## src/rtl/reservation_station.sv

```systemverilog
// Reservation station: holds issued ALU instructions until both operands are
// available, snoops the CDB(s) for wake-up, and dispatches the lowest-index
// ready entry to the ALU through registered outputs each cycle.
// Optional feature macro: RS_LSB_CDB_EN adds the LSB CDB as a second snoop source.
`ifndef ROBENTRY
`define ROBENTRY 3:0
`endif

module reservation_station #(
  parameter int RS_SIZE = 8
) (
  input  logic             clk,
  input  logic             rst,
  input  logic             rdy,
  input  logic             flush,
  input  logic             issue_sgn,
  input  logic [5:0]       issue_opcode,
  input  logic [31:0]      issue_Vj,
  input  logic [31:0]      issue_Vk,
  input  logic             issue_Qj_busy,
  input  logic             issue_Qk_busy,
  input  logic [`ROBENTRY] issue_Qj,
  input  logic [`ROBENTRY] issue_Qk,
  input  logic [31:0]      issue_imm,
  input  logic [31:0]      issue_pc,
  input  logic [`ROBENTRY] issue_ROB_entry,
  input  logic             alu_CDB_sgn,
  input  logic [`ROBENTRY] alu_CDB_ROB_name,
  input  logic [31:0]      alu_result,
`ifdef RS_LSB_CDB_EN
  input  logic             lsb_CDB_sgn,
  input  logic [`ROBENTRY] lsb_CDB_ROB_name,
  input  logic [31:0]      lsb_result,
`endif
  output logic             RS_full,
  output logic             RS_sgn,
  output logic [5:0]       RS_opcode,
  output logic [31:0]      lhs,
  output logic [31:0]      rhs,
  output logic [31:0]      imm,
  output logic [31:0]      pc,
  output logic [`ROBENTRY] ROB_entry
);

  localparam int unsigned N     = RS_SIZE;
  localparam int unsigned IDX_W = (RS_SIZE > 1) ? $clog2(RS_SIZE) : 1;

  typedef struct packed {
    logic             busy;
    logic [5:0]       opcode;
    logic [31:0]      vj;
    logic [31:0]      vk;
    logic             qj_busy;
    logic             qk_busy;
    logic [`ROBENTRY] qj;
    logic [`ROBENTRY] qk;
    logic [31:0]      imm;
    logic [31:0]      pc;
    logic [`ROBENTRY] rob;
  } entry_t;

  entry_t ent_q [RS_SIZE];
  entry_t ent_d [RS_SIZE];

  logic             sgn_q,    sgn_d;
  logic [5:0]       opcode_q, opcode_d;
  logic [31:0]      lhs_q,    lhs_d;
  logic [31:0]      rhs_q,    rhs_d;
  logic [31:0]      imm_q,    imm_d;
  logic [31:0]      pc_q,     pc_d;
  logic [`ROBENTRY] rob_q,    rob_d;

  logic [RS_SIZE-1:0] busy_vec;
  logic [RS_SIZE-1:0] ready_vec;
  logic [IDX_W-1:0]   free_idx;
  logic [IDX_W-1:0]   disp_idx;
  logic               disp_found;

  // Second snoop source; tied off when the LSB CDB is not present.
  logic             cdb1_v;
  logic [`ROBENTRY] cdb1_tag;
  logic [31:0]      cdb1_res;
`ifdef RS_LSB_CDB_EN
  assign cdb1_v   = lsb_CDB_sgn;
  assign cdb1_tag = lsb_CDB_ROB_name;
  assign cdb1_res = lsb_result;
`else
  assign cdb1_v   = 1'b0;
  assign cdb1_tag = '0;
  assign cdb1_res = '0;
`endif

  // Returns {still_pending, value} for an operand after snooping both CDBs.
  function automatic logic [32:0] snoop(
    input logic             pend,
    input logic [`ROBENTRY] tag,
    input logic [31:0]      val,
    input logic             a_v,
    input logic [`ROBENTRY] a_tag,
    input logic [31:0]      a_res,
    input logic             b_v,
    input logic [`ROBENTRY] b_tag,
    input logic [31:0]      b_res
  );
    if (pend && a_v && (a_tag == tag))      return {1'b0, a_res};
    else if (pend && b_v && (b_tag == tag)) return {1'b0, b_res};
    else                                    return {pend, val};
  endfunction

  // Occupancy/readiness vectors and priority pick of free slot and dispatch slot.
  always_comb begin
    busy_vec   = '0;
    ready_vec  = '0;
    free_idx   = '0;
    disp_idx   = '0;
    disp_found = 1'b0;
    for (int unsigned i = 0; i < N; i++) begin
      busy_vec[i]  = ent_q[i].busy;
      ready_vec[i] = ent_q[i].busy && !ent_q[i].qj_busy && !ent_q[i].qk_busy;
    end
    // Scan from the top so the lowest index is the last assignment to win.
    for (int unsigned i = 0; i < N; i++) begin
      if (!busy_vec[N-1-i]) free_idx = IDX_W'(N-1-i);
      if (ready_vec[N-1-i]) begin
        disp_idx   = IDX_W'(N-1-i);
        disp_found = 1'b1;
      end
    end
  end

  assign RS_full = &busy_vec;

  // Next-state: wake-up, dispatch, insert (with forwarding), then flush override.
  always_comb begin
    logic [32:0] sj;
    logic [32:0] sk;
    ent_d    = ent_q;
    sgn_d    = 1'b0;
    opcode_d = '0;
    lhs_d    = '0;
    rhs_d    = '0;
    imm_d    = '0;
    pc_d     = '0;
    rob_d    = '0;
    sj       = '0;
    sk       = '0;

    for (int unsigned i = 0; i < N; i++) begin
      if (ent_q[i].busy) begin
        sj = snoop(ent_q[i].qj_busy, ent_q[i].qj, ent_q[i].vj, alu_CDB_sgn,
                   alu_CDB_ROB_name, alu_result, cdb1_v, cdb1_tag, cdb1_res);
        sk = snoop(ent_q[i].qk_busy, ent_q[i].qk, ent_q[i].vk, alu_CDB_sgn,
                   alu_CDB_ROB_name, alu_result, cdb1_v, cdb1_tag, cdb1_res);
        ent_d[i].qj_busy = sj[32];
        ent_d[i].vj      = sj[31:0];
        ent_d[i].qk_busy = sk[32];
        ent_d[i].vk      = sk[31:0];
      end
    end

    // Dispatch reads registered operands only, so a same-edge wake-up waits a cycle.
    if (disp_found) begin
      sgn_d                 = 1'b1;
      opcode_d              = ent_q[disp_idx].opcode;
      lhs_d                 = ent_q[disp_idx].vj;
      rhs_d                 = ent_q[disp_idx].vk;
      imm_d                 = ent_q[disp_idx].imm;
      pc_d                  = ent_q[disp_idx].pc;
      rob_d                 = ent_q[disp_idx].rob;
      ent_d[disp_idx].busy  = 1'b0;
    end

    // The free slot is taken from registered busy bits, never the dispatching entry.
    if (issue_sgn && !RS_full) begin
      sj = snoop(issue_Qj_busy, issue_Qj, issue_Vj, alu_CDB_sgn,
                 alu_CDB_ROB_name, alu_result, cdb1_v, cdb1_tag, cdb1_res);
      sk = snoop(issue_Qk_busy, issue_Qk, issue_Vk, alu_CDB_sgn,
                 alu_CDB_ROB_name, alu_result, cdb1_v, cdb1_tag, cdb1_res);
      ent_d[free_idx].busy    = 1'b1;
      ent_d[free_idx].opcode  = issue_opcode;
      ent_d[free_idx].qj_busy = sj[32];
      ent_d[free_idx].vj      = sj[31:0];
      ent_d[free_idx].qk_busy = sk[32];
      ent_d[free_idx].vk      = sk[31:0];
      ent_d[free_idx].qj      = issue_Qj;
      ent_d[free_idx].qk      = issue_Qk;
      ent_d[free_idx].imm     = issue_imm;
      ent_d[free_idx].pc      = issue_pc;
      ent_d[free_idx].rob     = issue_ROB_entry;
    end

    if (flush) begin
      for (int unsigned i = 0; i < N; i++) ent_d[i].busy = 1'b0;
      sgn_d    = 1'b0;
      opcode_d = '0;
      lhs_d    = '0;
      rhs_d    = '0;
      imm_d    = '0;
      pc_d     = '0;
      rob_d    = '0;
    end
  end

  // State register: reset wins, rdy low holds everything.
  always_ff @(posedge clk) begin
    if (rst) begin
      for (int unsigned i = 0; i < N; i++) ent_q[i] <= '0;
      sgn_q    <= 1'b0;
      opcode_q <= '0;
      lhs_q    <= '0;
      rhs_q    <= '0;
      imm_q    <= '0;
      pc_q     <= '0;
      rob_q    <= '0;
    end else if (rdy) begin
      ent_q    <= ent_d;
      sgn_q    <= sgn_d;
      opcode_q <= opcode_d;
      lhs_q    <= lhs_d;
      rhs_q    <= rhs_d;
      imm_q    <= imm_d;
      pc_q     <= pc_d;
      rob_q    <= rob_d;
    end
  end

  assign RS_sgn    = sgn_q & rdy;
  assign RS_opcode = opcode_q;
  assign lhs       = lhs_q;
  assign rhs       = rhs_q;
  assign imm       = imm_q;
  assign pc        = pc_q;
  assign ROB_entry = rob_q;

endmodule

```

## config.mk

```make
export PLATFORM = sky130hd
export DESIGN_NAME = reservation_station
export DESIGN_NICKNAME = d
export VERILOG_FILES = /design/src/rtl/reservation_station.sv
export SDC_FILE = /design/constraint.sdc
export NUM_CORES = 2
export LEC_CHECK = 0
export ABC_AREA = 0
export ABC_CLOCK_PERIOD_IN_PS = 6110
export BUFFER_PORTS_ARGS = -buffer_cell sky130_fd_sc_hd__buf_2
export CAP_MARGIN = 20
export CORE_AREA = 8 8 389 391
export DETAILED_ROUTE_END_ITERATION = 6
export DIE_AREA = 0 0 397 399
export MAX_ROUTING_LAYER = met4
export PLACE_DENSITY_LB_ADDON = 0.12
export SYNTH_ARGS = -nofsm -noshare
export SYNTH_HDL_FRONTEND = slang
export SYNTH_SLANG_ARGS = --single-unit
export TNS_END_PERCENT = 20
```

## constraint.sdc

```tcl
create_clock -name clk -period 6.11 [get_ports clk]
set_input_delay 1.222 -clock clk [delete_from_list [all_inputs] [get_ports clk]]
set_output_delay 1.222 -clock clk [all_outputs]
set_load 0.01 [all_outputs]
```

==> flow_summary.yaml <==
layout:
  fill_cells: 13800
  area.sequential_um2: 26600
  utilization_pct: 49.2
  syn_to_final_growth_pct: 10.2
  drive_gt1_share_pct: 16.0
  nets: 7710
  multi_input_area_um2: 34200
synth:
  yosysMostFrequentCell: "nand2_1"
  synth-async-reset-ratio_pct: 0
  synth_area_leaders: "dfxtp_1 (41%), nand2_1 (12%), mux2i_1 (7.9%)"
  syn_nets: 8010
  synth-compound-area-share_pct: 22.1
  yosysUniqueCellTypes: 67
  synth_commonest_cells: "nand2_1 (2,090), dfxtp_1 (1,331), a21oi_1 (854), o22ai_1 (758), clkbuf_1 (581)"
  synth_top_area_share_pct: 41.2
  synth_top_area_cell: "dfxtp_1"
  syn-instance-count: 7820
  synth_top_family_by_area: "compound AO/OA/AOI/OAI gates"
  synth-edff-count: 0
  synth-xor-area-share_pct: 0.975
  yosysSeqAreaShare_pct: 41.2
  syn_area_um2: 64700
  synth_mux_area_share_pct: 15.7
  yosys.area_share.simple_pct: 13.5
  synth_seq_cells: 1331
  syn_area_per_cell_um2: 8.27
  synthAdderAreaFrac_pct: 0
  ys_dominant_reg_cell: "dfxtp_1"
  synth_warnings: 0
timing:
  finalCriticalPeriod_ns: 3.95
  tns_ns: 0
  worst_pin_slew_ns: 1.25
  hold_viol: 0
  setup_viol: 0
  hold_slack_ns: 0.452
  rsz0062_at_grt: "no"
  relSlewSlack_pct: 16.4
  fin_worst_skew_ns: 0.0282
  fmax_mhz: 253
  period_share_pct: 64.7
  maxSlewViolCount: 0
clocking:
  cts_buffer_depth: 3
  cts_tree: "yes"
  cts.sinks: 1331
  cts_resized: 0
  clk_pin_slew_ns: 0.06
  htree_num_levels: 4
  postCtsSetupBuffers: 0
  cts_root_buf: "clkbuf_16"
  holdBufCountCts: 0
  numCtsBuffers: 150
  clock_latency_ns: 0.80
worst_setup_path:
  path_cells: "nand4_2, nor3_1, buf_2"
  crit_type: "flop to output port"
  required_ns: 4.89
  worstPathArrival_ns: 2.73
  worstPathMaxFanout: 13
  worst_path_largest_cell_delay_ns: 0.79
  end_kind: "output port"
  startpoint_type: "flop"
  cp_slowest_cell: "nor3_1"
floorplanning:
  chipHeight_um: 399
  die-area_um2: 158000
  core-area_um2: 145000
  die_w_um: 397
  initial_utilization_pct: 44.7
  num_rows: 140
  io_pins: 330
place:
  io_buffers: 329
  place_congestion: 0.840
  dp_hpwl_um: 133000
hold_path:
  hp-class: "flop to flop"
power_and_ir_drop:
  vdd_ir_drop_max_uv: 259
  p_leak_uw: 0.0263
  power_density_nw_per_um2: 266
global_routing:
  grt_pass1_vias: 56400
  grt_max_degree: 263
  antenna_found_initial: 46
  grt-ovfl-total: 0
  grt_util_all_layers_pct: 30.1
  grt_pass1_wl_um: 364000
routing:
  drtAntennaViolNets: 0
  drc_errors: 0
  vias_per_cell: 6.18
  drtIter0Drc: 6296
  dr.pass1.iters: 6
  wirelength_um: 245000
  vias: 59300
  wl_per_cell_um: 25.6
outcome:
  status: "finished clean"
job:
  maxCapViolCount: 0
==> critical path, delay by kind of cell, from the launching register on <==
kind / cells / cell delay (ns)
and+or+nand+nor: 2 / 1.01
buffers and inverters: 1 / 0.28
DFF: 1 / 0.64
==> metrics by stage <==
stage	setup WS, ns	cells	area [um2]	total power [uW]
floorplan	2.95	7820	64700	9650
global placement	1.71	9282	66200	9990
detailed placement	1.69	9285	66300	10000
CTS	2.23	9547	71200	19100
global route	2.16	9579	71300	19500
finish	2.16	9582	71300	19000
==> area by class of cell <==
type                            count  share of cell area, %
Clock inverter                     33                  0.584
Timing Repair Buffer              436                   3.92
Clock buffer                      229                   6.36
Multi-Input combinational cell   5528                   47.9
Inverter                           73                  0.395
Antenna cell                       35                  0.123
Tap cell                         1917                   3.36
Sequential cell                  1331                   37.4
==> sequential cells by signal (all words and copies together), names as in the netlist <==
register,flops
ROB_entry,4
sgn_q,1
ent_q,1184
RS_opcode,6
imm,32
rhs,32
busy_vec,8
lhs,32
pc,32
==> per-layer routing <==
layer | routed length (um) | global-route usage (%) | up-vias | share of wire, %
li1 | - | - | 27300 | -
met1 | 106000 | 39.5 | 29000 | 43
met2 | 112000 | 47.1 | 2516 | 45
met4 | 7520 | 9.76 | 0 | 3.1
met3 | 20000 | 5.57 | 446 | 8.2
met5 | 0 | - | - | 0
==> worst paths after layout <==
path                  to  cells past startpoint  slack (ns)   startpoint
max              RS_full                      3        2.16  busy_vec[1]
min          ent_q[1190]                      2        0.45  ent_q[1190]
max reg2reg       imm[8]                      8        2.29  busy_vec[3]
min reg2reg  ent_q[1190]                      2        0.45  ent_q[1190]
==> cell families after synthesis <==
family / count (synthesis)
AOI/OAI and AO/OA: 2262
and+or+nand+nor: 2233
DFF: 1331
muxes: 961
buffers and inverters: 961
xor gates and xnor gates: 72
==> layout by cell type, fill, tap and decap left out, types with 7 or more instances in the layout <==
cell,count
a211o_1,117
a211oi_1,38
a211oi_2,10
a21o_1,9
a21oi_1,852
a221oi_1,20
a31oi_1,117
a32o_1,19
buf_12,24
buf_2,328
buf_4,80
clkbuf_1,34
clkbuf_16,153
clkbuf_8,42
clkinv_2,15
dfxtp_1,1331
diode_2,35
inv_1,72
mux2_2,449
mux2i_1,512
nand2_1,2083
nand2_4,7
nand2b_1,8
nand4_1,19
nor2_1,36
o211ai_1,120
o21ai_0,16
o221a_2,31
o221ai_1,119
o22ai_1,757
or4_2,14
xnor2_1,20
xor2_1,52
==> where the power goes <==
group,leakage (uW),switching [uW],internal (uW),total [uW]
sequential,0.0107,39.1,8740,8780
combinational,0.0131,781,270,1050
clock,0.00244,3860,5300,9160
total,0.0263,4680,14300,19000
(Power assumes the default switching activity.)
